File: config.mk
export PLATFORM = sky130hd
export DESIGN_NAME = ray_slice_sequencer_flat
export DESIGN_NICKNAME = d
export VERILOG_FILES = /design/src/rtl/ray_slice_sequencer_pkg.sv /design/src/rtl/ray_slice_sequencer_if.sv /design/src/rtl/ray_slice_sequencer_angle_calc.sv /design/src/rtl/ray_slice_sequencer.sv /design/src/flat_wrapper.sv
export SDC_FILE = /design/constraint.sdc
export NUM_CORES = 1
export LEC_CHECK = 0
export ABC_AREA = 1
export BUFFER_PORTS_ARGS = -buffer_cell sky130_fd_sc_hd__buf_2
export CAP_MARGIN = 20
export CORE_MARGIN = 2
export CORE_UTILIZATION = 25
export DETAILED_ROUTE_END_ITERATION = 10
export HOLD_SLACK_MARGIN = 0.03
export PLACE_DENSITY_LB_ADDON = 0.12
export SYNTH_ARGS = -nofsm -noshare
export SYNTH_HDL_FRONTEND = slang
export SYNTH_SLANG_ARGS = --single-unit
File: constraint.sdc
create_clock -name clk -period 3.4 [get_ports clk]
set_clock_uncertainty 0.05 [all_clocks]
set_input_delay 0.17 -clock clk [delete_from_list [all_inputs] [get_ports clk]]
set_output_delay 0.17 -clock clk [all_outputs]
set_load 0.03 [all_outputs]
File: src/rtl/ray_slice_sequencer_pkg.sv
// ray_pkg: shared constants and types for the raycaster column sweep.
//   NUM_SLICES  - screen columns per frame
//   STEP_E      - per-slice angle step, eighths of a degree
//   HALF_FOV_E  - half field of view, eighths of a degree
//   FULL_TURN_E - 360 degrees in eighths; wrap modulus for angles
package ray_pkg;

  localparam int NUM_SLICES  = 160;
  localparam int STEP_E      = 3;
  localparam int HALF_FOV_E  = 240;
  localparam int FULL_TURN_E = 2880;

  localparam int SLICE_W = 8;   // slice index width
  localparam int ANG_W   = 12;  // angle width in eighths (9.3)

  typedef enum logic [1:0] {
    S_IDLE     = 2'd0,
    S_CALC     = 2'd1,
    S_ISSUE    = 2'd2,
    S_WAIT_COL = 2'd3
  } seq_state_e;

  // One ray request as presented to the datapath.
  typedef struct packed {
    logic [SLICE_W-1:0] slice_idx;
    logic [ANG_W-1:0]   angle_e;
  } ray_req_t;

endpackage

File: src/rtl/ray_slice_sequencer_if.sv
// ray_if: ray handshake between the slice sequencer (master) and the
// ray-cast/column-draw datapath (slave).
//   ray_valid      - request valid (master -> slave)
//   ray_ready      - datapath accepts request (slave -> master)
//   col_done       - column for accepted ray has been drawn (slave -> master)
//   slice_idx      - screen column of the request
//   ray_angle_int  - ray angle, integer degrees 0..359
//   ray_angle_frac - ray angle, eighths of a degree
interface ray_if;
  logic       ray_valid;
  logic       ray_ready;
  logic       col_done;
  logic [7:0] slice_idx;
  logic [8:0] ray_angle_int;
  logic [2:0] ray_angle_frac;

  modport master (
    output ray_valid, slice_idx, ray_angle_int, ray_angle_frac,
    input  ray_ready, col_done
  );

  modport slave (
    input  ray_valid, slice_idx, ray_angle_int, ray_angle_frac,
    output ray_ready, col_done
  );
endinterface

File: src/rtl/ray_slice_sequencer_angle_calc.sv
// ray_angle_calc: combinational absolute ray angle for one screen slice.
//   slice_idx - screen column 0..NUM_SLICES-1
//   heading_e - player heading in eighths of a degree (0..2879)
//   angle_e   - heading + slice*STEP - HALF_FOV, wrapped into 0..2879
// A single conditional add/subtract is enough for the wrap: the raw sum
// spans -240..3116, so it is never more than one turn out of range.
module ray_angle_calc
  import ray_pkg::*;
(
  input  logic [SLICE_W-1:0] slice_idx,
  input  logic [ANG_W-1:0]   heading_e,
  output logic [ANG_W-1:0]   angle_e
);

  localparam logic signed [12:0] HALF_S = 13'(HALF_FOV_E);
  localparam logic signed [12:0] FULL_S = 13'(FULL_TURN_E);

  logic [8:0]         offset_e;
  logic signed [12:0] sum;
  logic signed [12:0] wrapped;

  always_comb begin
    offset_e = 9'(slice_idx * STEP_E);
    sum      = $signed({1'b0, heading_e}) + $signed({4'b0, offset_e}) - HALF_S;
    if (sum < 0)
      wrapped = sum + FULL_S;
    else if (sum >= FULL_S)
      wrapped = sum - FULL_S;
    else
      wrapped = sum;
    angle_e = wrapped[ANG_W-1:0];
  end

endmodule

File: src/rtl/ray_slice_sequencer.sv
// ray_slice_sequencer: per-frame column sweep controller.
// On frame_start it latches the heading, then for each slice 0..NUM_SLICES-1
// computes the ray angle, offers it to the datapath (valid/ready) and waits
// for col_done before moving on. All outputs are registered.
//   clk, resetn          - clock, async active-low reset
//   frame_start          - one-cycle pulse, starts a sweep when idle
//   heading_int/_frac    - player heading, degrees / eighths
//   ray                  - ray_if master: request out, ready/col_done in
//   busy                 - sweep in progress
//   frame_done           - one-cycle pulse after the last column completes
module ray_slice_sequencer
  import ray_pkg::*;
(
  input  logic       clk,
  input  logic       resetn,
  input  logic       frame_start,
  input  logic [8:0] heading_int,
  input  logic [2:0] heading_frac,
  ray_if.master      ray,
  output logic       busy,
  output logic       frame_done
);

  localparam logic [SLICE_W-1:0] LAST_SLICE = SLICE_W'(NUM_SLICES - 1);

  seq_state_e       state_q, state_d;
  logic [ANG_W-1:0] heading_q, heading_d;
  ray_req_t         req_q, req_d;
  logic             valid_q, valid_d;
  logic             busy_q, busy_d;
  logic             done_q, done_d;
  logic [ANG_W-1:0] calc_angle;

  ray_angle_calc u_calc (
    .slice_idx (req_q.slice_idx),
    .heading_e (heading_q),
    .angle_e   (calc_angle)
  );

  always_ff @(posedge clk or negedge resetn) begin
    if (!resetn) begin
      state_q   <= S_IDLE;
      heading_q <= '0;
      req_q     <= '0;
      valid_q   <= 1'b0;
      busy_q    <= 1'b0;
      done_q    <= 1'b0;
    end else begin
      state_q   <= state_d;
      heading_q <= heading_d;
      req_q     <= req_d;
      valid_q   <= valid_d;
      busy_q    <= busy_d;
      done_q    <= done_d;
    end
  end

  always_comb begin
    state_d   = state_q;
    heading_d = heading_q;
    req_d     = req_q;
    valid_d   = valid_q;
    busy_d    = busy_q;
    done_d    = 1'b0;
    case (state_q)
      S_IDLE: begin
        if (frame_start) begin
          // {int, frac} is exactly int*8 + frac
          heading_d       = {heading_int, heading_frac};
          req_d.slice_idx = '0;
          busy_d          = 1'b1;
          state_d         = S_CALC;
        end
      end
      S_CALC: begin
        req_d.angle_e = calc_angle;
        valid_d       = 1'b1;
        state_d       = S_ISSUE;
      end
      S_ISSUE: begin
        if (ray.ray_ready) begin
          valid_d = 1'b0;
          state_d = S_WAIT_COL;
        end
      end
      S_WAIT_COL: begin
        if (ray.col_done) begin
          if (req_q.slice_idx == LAST_SLICE) begin
            busy_d          = 1'b0;
            done_d          = 1'b1;
            req_d.slice_idx = '0;
            state_d         = S_IDLE;
          end else begin
            req_d.slice_idx = req_q.slice_idx + 1'b1;
            state_d         = S_CALC;
          end
        end
      end
      default: state_d = S_IDLE;
    endcase
  end

  assign ray.ray_valid      = valid_q;
  assign ray.slice_idx      = req_q.slice_idx;
  assign ray.ray_angle_int  = req_q.angle_e[ANG_W-1:3];
  assign ray.ray_angle_frac = req_q.angle_e[2:0];
  assign busy               = busy_q;
  assign frame_done         = done_q;

endmodule

File: src/flat_wrapper.sv
// flat-port wrapper written by rule: the top's interface ports become plain ports
module ray_slice_sequencer_flat import ray_pkg::*;
  (clk, resetn, frame_start, heading_int, heading_frac, busy, frame_done, ray_ray_valid, ray_slice_idx, ray_ray_angle_int, ray_ray_angle_frac, ray_ray_ready, ray_col_done);
  ray_if ray_i ();
  input  logic clk;
  input  logic resetn;
  input  logic frame_start;
  input  logic [8:0] heading_int;
  input  logic [2:0] heading_frac;
  output logic busy;
  output logic frame_done;
  output wire logic [$bits(ray_i.ray_valid)-1:0] ray_ray_valid;
  output wire logic [$bits(ray_i.slice_idx)-1:0] ray_slice_idx;
  output wire logic [$bits(ray_i.ray_angle_int)-1:0] ray_ray_angle_int;
  output wire logic [$bits(ray_i.ray_angle_frac)-1:0] ray_ray_angle_frac;
  input wire logic [$bits(ray_i.ray_ready)-1:0] ray_ray_ready;
  input wire logic [$bits(ray_i.col_done)-1:0] ray_col_done;
  assign ray_ray_valid = ray_i.ray_valid;
  assign ray_slice_idx = ray_i.slice_idx;
  assign ray_ray_angle_int = ray_i.ray_angle_int;
  assign ray_ray_angle_frac = ray_i.ray_angle_frac;
  assign ray_i.ray_ready = ray_ray_ready;
  assign ray_i.col_done = ray_col_done;
  ray_slice_sequencer u_core (.clk(clk), .resetn(resetn), .frame_start(frame_start), .heading_int(heading_int), .heading_frac(heading_frac), .ray(ray_i), .busy(busy), .frame_done(frame_done));
endmodule
# Word-level counts from Yosys, hierarchy flattened
# Cells that the tools add are included.
[totals]
reg_bits = 37
input_bits = 17
[classes]
add_sub_neg = 5
n_mul = 1
n_lt_le_gt_ge = 2
eq_ne = 8
n_mux = 20
reduce_logical = 8
[ops]
columns = ["op", "count"]
rows = [
  ["12-bit two-way mux", 2],
  ["8-bit two-way mux", 3],
  ["8-bit one-hot mux with 2 select lines", 1],
  ["12-bit by 9-bit adder with 13-bit output", 1],
  ["13-bit greater-or-equal comparator (second input constant)", 1],
  ["13-bit by 1-bit less-than comparator with 1-bit output (second input constant)", 1],
  ["13-bit by 9-bit subtractor with 13-bit output (second input constant)", 1],
  ["12-bit adder (second input constant)", 1],
  ["12-bit subtractor (second input constant)", 1],
  ["8-bit by 2-bit multiplier with 9-bit output (second input constant)", 1],
  ["8-bit by 1-bit adder with 8-bit output (second input constant)", 1],
  ["8-bit equality test (second input constant)", 1],
  ["1-bit two-way mux", 8],
  ["2-bit one-hot mux with 4 select lines", 1],
  ["2-bit two-way mux", 3],
  ["2-bit != test (second input constant)", 3],
  ["3-bit AND reduction", 2],
  ["2-bit equality test (second input constant)", 2],
  ["1-bit one-hot mux with 2 select lines", 2],
  ["2-bit AND reduction", 2],
  ["4-bit AND reduction", 1],
  ["2-bit nonzero test", 2],
  ["2-bit by 1-bit equality test with 1-bit output (second input constant)", 1],
  ["2-bit zero test", 1],
  ["2-bit by 1-bit != test with 1-bit output (second input constant)", 1],
]

# Logic depth before layout (Yosys ltp)
# Gate-level depths: netlist (run 1).
[logic_depth]
depth_word = 6
ltp_mapped = 28
depth_no_buf = 28

# By module
# From an unflattened synthesis (run 1), not the netlist that was laid out.
[hier_totals]
cells_unflattened = 396
hier_area_um2 = 3103.0
[by_module_without_submodules]
columns = ["module", "n_inst", "cells_per_inst", "area_each_um2", "seq_area_each_um2"]
rows = [
  ["ray_slice_sequencer", 1, 151, 1676.6, 925.9],
  ["ray_angle_calc", 1, 245, 1426.4, 0.0],
]

# Least setup slack after synthesis (run 1)
# No wires, ideal clock.
[synth_timing]
kind = "register -> register"
startpoint = "register u_core.req_q, in the netlist u_core.ray.slice_idx[0]"
endpoint = "register u_core.req_q, in the netlist u_core.ray.ray_angle_int[5]"
setup_ns = 0.117
arrival_ns = 3.785
required_time_ns = 3.233
path_slack_ns = -0.552
path_stages_with_launch = 28
period_less_slack_ns = 3.952
path_cell_list = "dfrtp_1 > ha_1 > inv_1 > fa_1 > o21ai_0 > xor2_1 > inv_1 > ha_1 > ha_1 > nand2_1 > inv_1 > nand3_2 > nand2_1 > nand2_1 > nand2_4 > inv_1 > ha_1 > nand3b_1 > nor2_1 > nand3_1 > nor2_1 > nand2_1 > inv_1 > nand3_2 > nand4_1 > nand3_1 > nand3_1 > nand2_1"
[synth_via]
elab_chain_len = 6
elab_cells_between_ends = 9
[synth_lines]
columns = ["element", "line_no", "rtl"]
rows = [
  ["start, declared", "ray_slice_sequencer.sv:28", "ray_req_t req_q, req_d;"],
  ["start signal, assigned", "ray_slice_sequencer.sv:51", "req_q <= req_d;"],
  ["8-bit by 2-bit multiplier with 9-bit output (*)", "ray_slice_sequencer_angle_calc.sv:23", "offset_e = 9'(slice_idx * STEP_E);"],
  ["12-bit by 9-bit adder with 13-bit output (*)", "ray_slice_sequencer_angle_calc.sv:24", "sum = $signed({1'b0, heading_e}) + $signed({4'b0, offset_e}) - HALF_S;"],
  ["13-bit by 9-bit subtractor with 13-bit output (*)", "ray_slice_sequencer_angle_calc.sv:24", ""],
  ["12-bit subtractor or 13-bit greater-or-equal comparator (tied branches)", "ray_slice_sequencer_angle_calc.sv:28, ray_slice_sequencer_angle_calc.sv:27", ""],
  ["12-bit two-way mux", "ray_slice_sequencer_angle_calc.sv:27", "else if (sum >= FULL_S)"],
  ["12-bit two-way mux (*)", "ray_slice_sequencer_angle_calc.sv:25", "if (sum < 0)"],
]
# Mark *: on every way between the ends. The rest lies on a longest branch, timed or not.
# A chain may end at the register's enable or synchronous reset.

# Worst setup path after layout (run 1)
[layout_timing]
startpoint = "register u_core.req_q, in the netlist u_core.ray.slice_idx[1]"
endpoint = "register u_core.req_q, in the netlist u_core.ray.ray_angle_int[7]"
# Same word-level chain as after synthesis.

==> impl_metrics.yaml, run 1 <==
synth:
  synthDistinctLibCells: 30
  synth_edf_count: 0
  synth_area_leader_cell: "dfrtp_1"
  synth.cell_area_um2: 3040
  synth_nets: 471
  synthDominantCellAreaShare_pct: 30.45
  synth_async_sr_flop_share_pct: 100.0
  synthFlopType: "dfrtp_1"
  yosysWarningCount: 0
  synthTopCellsByArea: "dfrtp_1 30%, ha_1 15%, nand2_1 13%"
  ys_seq_elements: 37
  netlist_instances: 416
  ys_seq_area_share_pct: 30.45
  syn_area_per_cell_um2: 7.309
hold_path:
  hold_start: "heading_frac[0]"
  hold_end: "u_core.heading_q[0]"
  holdCritPathClass: "input pin to flop"
  min_path_cells: 2
die:
  initial_core_util_pct: 25.42
  core_um2: 11960
  die_h_um: 114.3
  rows: 40
  die_w_um: 114.3
  ios: 40
  dieArea_um2: 13060
layout:
  nets: 574
  final_common_cell: "nand2_1"
  drive_gt1_share_pct: 39.23
  final_cell_mix: "94 x nand2_1, 57 x buf_4, 54 x inv_1"
  area_growth_pct: 44.98
  insertedDiodeCount: 0
cts:
  numCtsBuffers: 5
  clock-sinks: 37
  cts_root_buffer: "clkbuf_16"
  cts_tree: "built"
  htree_num_levels: 2
  cts_buffer_depth: 2
  clkLatencyLatePin_ns: 0.29
  cts.clk_slew.worst_paths_ns: 0.06
sta:
  period_needed_ns: 3.623
  setup_violations: 6
  finalCritPeriodShare_pct: 106.6
  hold_violations: 0
  fin_setup_tns_ns: -0.8949
  slew_viol_final: 0
  worst_slew_pin_slew_ns: 0.9393
  setup_ws_ns: -0.2229
  rsz0062_at_grt: "true"
  fmax_mhz: 276.0
  slew-limit-headroom_pct: 37.38
grt:
  use_met3_pct: 3.070
  grt_use_met2_pct: 24.21
  grt_pass1_vias: 3155
  grt_first_pass_wirelength_um: 14640
  grt_max_degree: 38
  grtUsageTotal_pct: 14.11
  antenna_found_initial: 0
  busiest_layer: "met2"
  use_met1_pct: 17.13
  gr-total-overflow: 0
detailed_routing:
  first_pass_iters: 4
  drt_iter0_drc: 62
  vias: 2981
  avgViaCountPerCell: 4.469
  wire_per_inst_um: 12.44
  detail-route-antenna-nets: 0
  drc: 0
  wirelength_um: 8300
worst_setup_path:
  cp_slowest_stage_delay_ns: 0.42
  critical_path_arrival_ns: 3.76
  r2r_setup_slack_ns: -0.22
  path_buf_inv: 4
  critPathKind: "flop to flop"
  ff2ff_path_depth: 26
  end_kind: "flop"
  rr_endpoint: "u_core.ray.ray_angle_int[7]"
  crit_fanout: 5
  required_ns: 3.53
  cp_top_family: "simple AND/OR/NAND/NOR gates"
  reg2reg_from: "u_core.ray.slice_idx[1]"
  start_kind: "flop"
  cpMostUsedCell: "ha_4"
  cp_slowest_cell: "dfrtp_2"
status:
  violations: "negative setup slack"
  status: "finished, violations left"
place:
  dp_hpwl_um: 6479
  place_congestion: 0.8194
  port_buffers: 39
run:
  maxCapViolations: 0
[kinds of logic after synthesis]
logic type | share of synthesized area (%)
AOI/OAI and AO/OA | 8.642
buffers and inverters | 9.177
and+or+nand+nor | 30.70
adders and majority gates | 16.13
xor gates and xnor gates | 2.305
DFF | 30.45
muxes | 2.593
[per-layer routing]
layer | share of wire, % | routed length, µm | vias to the layer above
met1 | 45 | 3767 | 1369
li1 | - | - | 1551
met2 | 48 | 3998 | 46
met4 | 3.1 | 261 | 0
met5 | 0 | 0 | -
met3 | 3.3 | 273 | 15
[per-stage QoR]
step / cell area (µm²) / cells / hold slack, ns / utilization (%) / setup WS (ns)
after floorplan: 3178 / 416 / -0.1756 / - / -0.04443
after detailed placement: 3909 / 648 / 0.3314 / 32.68 / -0.3420
final: 4408 / 667 / 0.05605 / 36.85 / -0.2229
after global placement: 3909 / 648 / 0.3355 / 32.68 / -0.3705
after CTS: 4344 / 667 / 0.05002 / 36.32 / -0.2959
after global routing: 4408 / 667 / 0.04935 / 36.85 / -0.4912
[sequential cells by signal, indices dropped and copies added (netlist names)]
signal	count
u_core.heading_q	12
u_core.ray.ray_angle_int	9
u_core.ray.slice_idx	8
u_core.ray.ray_angle_frac	3
u_core.state_q	2
u_core.busy	1
u_core.frame_done	1
u_core.ray.ray_valid	1
[cell usage after synthesis, types with 3 or more instances]
cell	n
mux2_2	7
dfrtp_1	37
nand4_1	5
nand2_2	9
nand3_2	3
nand2_1	106
a31oi_1	3
nand3b_1	5
o21ai_0	17
xnor2_1	3
nor2_2	3
xor2_1	5
inv_2	5
a21oi_1	22
nor2_1	35
inv_1	62
ha_1	36
nand3_1	36
[repair_timing]
item                                    4_1_cts  5_1_grt
pin swaps                                    31       28
hold buffers                                  1        0
cloned                                        1        0
endpoints found under the setup margin        6        6
gates resized for setup                      42       15
buffers inserted                              9        0
endpoints found under the hold margin        37        0
[cell type report]
| class | count | area [µm²] |
|---|---|---|
| Clock inverter | 1 | 30.03 |
| Sequential cell | 37 | 932.1 |
| Clock buffer | 7 | 142.6 |
| Tap cell | 147 | 183.9 |
| Fill cell | 1241 | 7553 |
| Multi-Input combinational cell | 308 | 2195 |
| Inverter | 68 | 260.3 |
| Timing Repair Buffer | 99 | 664.4 |
[worst max-delay path by stage]
stage                             from  depth (start not counted)                     endpoint  slack, ns
2_1_floorplan  u_core.ray.slice_idx[0]                         24  u_core.ray.ray_angle_int[5]      -0.04
3_3_place_gp   u_core.ray.slice_idx[1]                         25  u_core.ray.ray_angle_int[4]      -0.37
3_5_place_dp   u_core.ray.slice_idx[3]                         24  u_core.ray.ray_angle_int[7]      -0.34
4_1_cts        u_core.ray.slice_idx[1]                         26  u_core.ray.ray_angle_int[7]      -0.30
5_1_grt        u_core.ray.slice_idx[1]                         24  u_core.ray.ray_angle_int[5]      -0.49
6_report       u_core.ray.slice_idx[1]                         26  u_core.ray.ray_angle_int[7]      -0.22
Power of run 1 is left out: the tool's default activity adds up to more than one toggle a clock period on the data nets, which glitch-free logic cannot reach.
==> inputs of run 2 (changes only) <==
--- a/config.mk
+++ b/config.mk
@@ -11,7 +11,7 @@
 export CORE_MARGIN = 2
 export CORE_UTILIZATION = 25
 export DETAILED_ROUTE_END_ITERATION = 10
-export HOLD_SLACK_MARGIN = 0.03
+export HOLD_SLACK_MARGIN = 0.02
 export PLACE_DENSITY_LB_ADDON = 0.12
 export SYNTH_ARGS = -nofsm -noshare
 export SYNTH_HDL_FRONTEND = slang
==> constraint.sdc (replaced) <==
create_clock -name clk -period 3.4 [get_ports clk]
set_clock_uncertainty 0.05 [all_clocks]
set_input_delay 0.17 -clock clk [delete_from_list [all_inputs] [get_ports clk]]
set_output_delay 0.17 -clock clk [all_outputs]
set_load 0.02 [all_outputs]
==> impl_metrics.yaml, run 2 (synthesized netlist as in run 1, its figures left out) <==
detailed_routing:
  drc: 0
  drt_iter0_drc: 81
  detail-route-antenna-nets: 0
  wire_per_inst_um: 12.35
  wirelength_um: 8290
  vias: 2934
  avgViaCountPerCell: 4.373
  first_pass_iters: 4
die:
  dieArea_um2: 13060
  initial_core_util_pct: 25.42
  rows: 40
  die_w_um: 114.3
  core_um2: 11960
  ios: 40
  die_h_um: 114.3
sta:
  setup_violations: 6
  whs_ns: -0.04308
  slew_viol_final: 0
  fmax_mhz: 275.1
  hold_violations: 37
  rsz0062_at_grt: "true"
  finalCritPeriodShare_pct: 106.9
  period_needed_ns: 3.635
  slew-limit-headroom_pct: 37.78
  setup_ws_ns: -0.2351
  worst_slew_pin_slew_ns: 0.9334
hold_path:
  holdCritPathClass: "input pin to asynchronous set/reset pin"
layout:
  drive_gt1_share_pct: 37.79
  largest_reg_flops: 12
  final_common_cell: "nand2_1"
  area_growth_pct: 43.99
  insertedDiodeCount: 0
  final_cell_mix: "98 x nand2_1, 63 x buf_4, 55 x inv_1"
  top_register: "u_core.heading_q"
  nets: 578
cts:
  numCtsBuffers: 5
  cts.clk_slew.worst_paths_ns: 0.06
  clkLatencyLatePin_ns: 0.29
  cts_root_buffer: "clkbuf_16"
  cts_hold_buf: 0
  htree_num_levels: 2
  cts_buffer_depth: 2
  cts_tree: "built"
  clock-sinks: 37
worst_setup_path:
  reg2reg_from: "u_core.ray.slice_idx[1]"
  endpoint: "u_core.ray.ray_angle_int[5]"
  cp_slowest_cell: "dfrtp_2"
  required_ns: 3.58
  ff2ff_path_depth: 26
  end_kind: "flop"
  crit_fanout: 4
  r2r_setup_slack_ns: -0.24
  rr_endpoint: "u_core.ray.ray_angle_int[5]"
  cpMostUsedCell: "nand3_1"
  start_kind: "flop"
  critical_path_arrival_ns: 3.82
  startpoint: "u_core.ray.slice_idx[1]"
  cp_slowest_stage_delay_ns: 0.44
  critPathKind: "flop to flop"
grt:
  grt_max_degree: 38
  busiest_layer: "met2"
  use_met3_pct: 3.017
  gr-total-overflow: 0
  grt_pass1_vias: 2947
  use_met1_pct: 17.29
  grt_first_pass_wirelength_um: 14070
  antenna_found_initial: 0
  grt_use_met2_pct: 23.65
  grtUsageTotal_pct: 13.67
place:
  place_congestion: 0.8558
  port_buffers: 39
  dp_hpwl_um: 6565
  pre_cts_slack_ns: -0.3338
run:
  maxCapViolations: 0
status:
  status: "finished, violations left"
  violations: "negative hold slack, negative setup slack"
run 2: cell types whose count changed in the layout (fill, tap and decap cells not counted), moves of 2 or more:
cell     delta
buf_4       +6
nand2_2     -6
nand2_1     +4
nand3_1     +4
nand3_2     -3
ha_2        -2
ha_4        +2
run 2: worst min path at each step:
stage,end,slack (ns),depth (start not counted),from
2_1_floorplan,u_core.busy,-0.18,0,resetn
4_1_cts,u_core.ray.ray_angle_int[6],0.02,1,resetn
3_5_place_dp,u_core.heading_q[10],0.34,1,resetn
3_3_place_gp,u_core.heading_q[9],0.34,1,resetn
5_1_grt,u_core.heading_q[4],0.06,1,resetn
6_report,u_core.heading_q[10],-0.04,1,resetn
run 2: area by class of cell:
| type | instances | area (µm²) |
|---|---|---|
| clock inverter | 1 | 7.507 |
| clock buffer | 7 | 132.6 |
| sequential | 37 | 930.9 |
| timing repair buffer | 104 | 699.4 |
| tap | 147 | 183.9 |
| inverter | 68 | 260.3 |
| fill | 1256 | 7584 |
| multi-input combinational | 307 | 2163 |
run 2: timing repair:
| item | in CTS | in global routing |
|---|---|---|
| buffers inserted | 5 | 3 |
| resized for setup | 28 | 19 |
| pin swaps | 17 | 25 |
| endpoints found under the setup margin | 6 | 6 |
run 2: worst max-delay path: cells and delay by family (launching register included):
family                     cells  cell delay, ns
and+or+nand+nor               15            1.24
adders and majority gates      3            0.85
DFF                            1            0.44
AOI/OAI and AO/OA              4            0.42
buffers and inverters          3            0.30
xor gates and xnor gates       1            0.26
run 2: per-stage QoR:
step	hold slack (ns)	std cells	utilization [%]	setup TNS (ns)	area, µm²
2_1_floorplan	-0.1756	416	-	-0.001616	3177
3_3_place_gp	0.3415	655	33.11	-1.726	3960
3_5_place_dp	0.3386	655	33.11	-1.792	3960
4_1_cts	0.02200	668	35.55	-1.291	4253
5_1_grt	0.05655	671	36.60	-3.175	4378
6_report	-0.04308	671	36.60	-1.140	4378
run 2: per-layer routing:
layer  wire, µm  share of wire [%]  vias to the layer above
met3        285                3.4                        7
met5          0                  0                        -
met4         85                1.0                        0
li1           -                  -                     1547
met1       3823                 46                     1340
met2       4096                 49                       40
Power of run 2 is left out for the same reason.
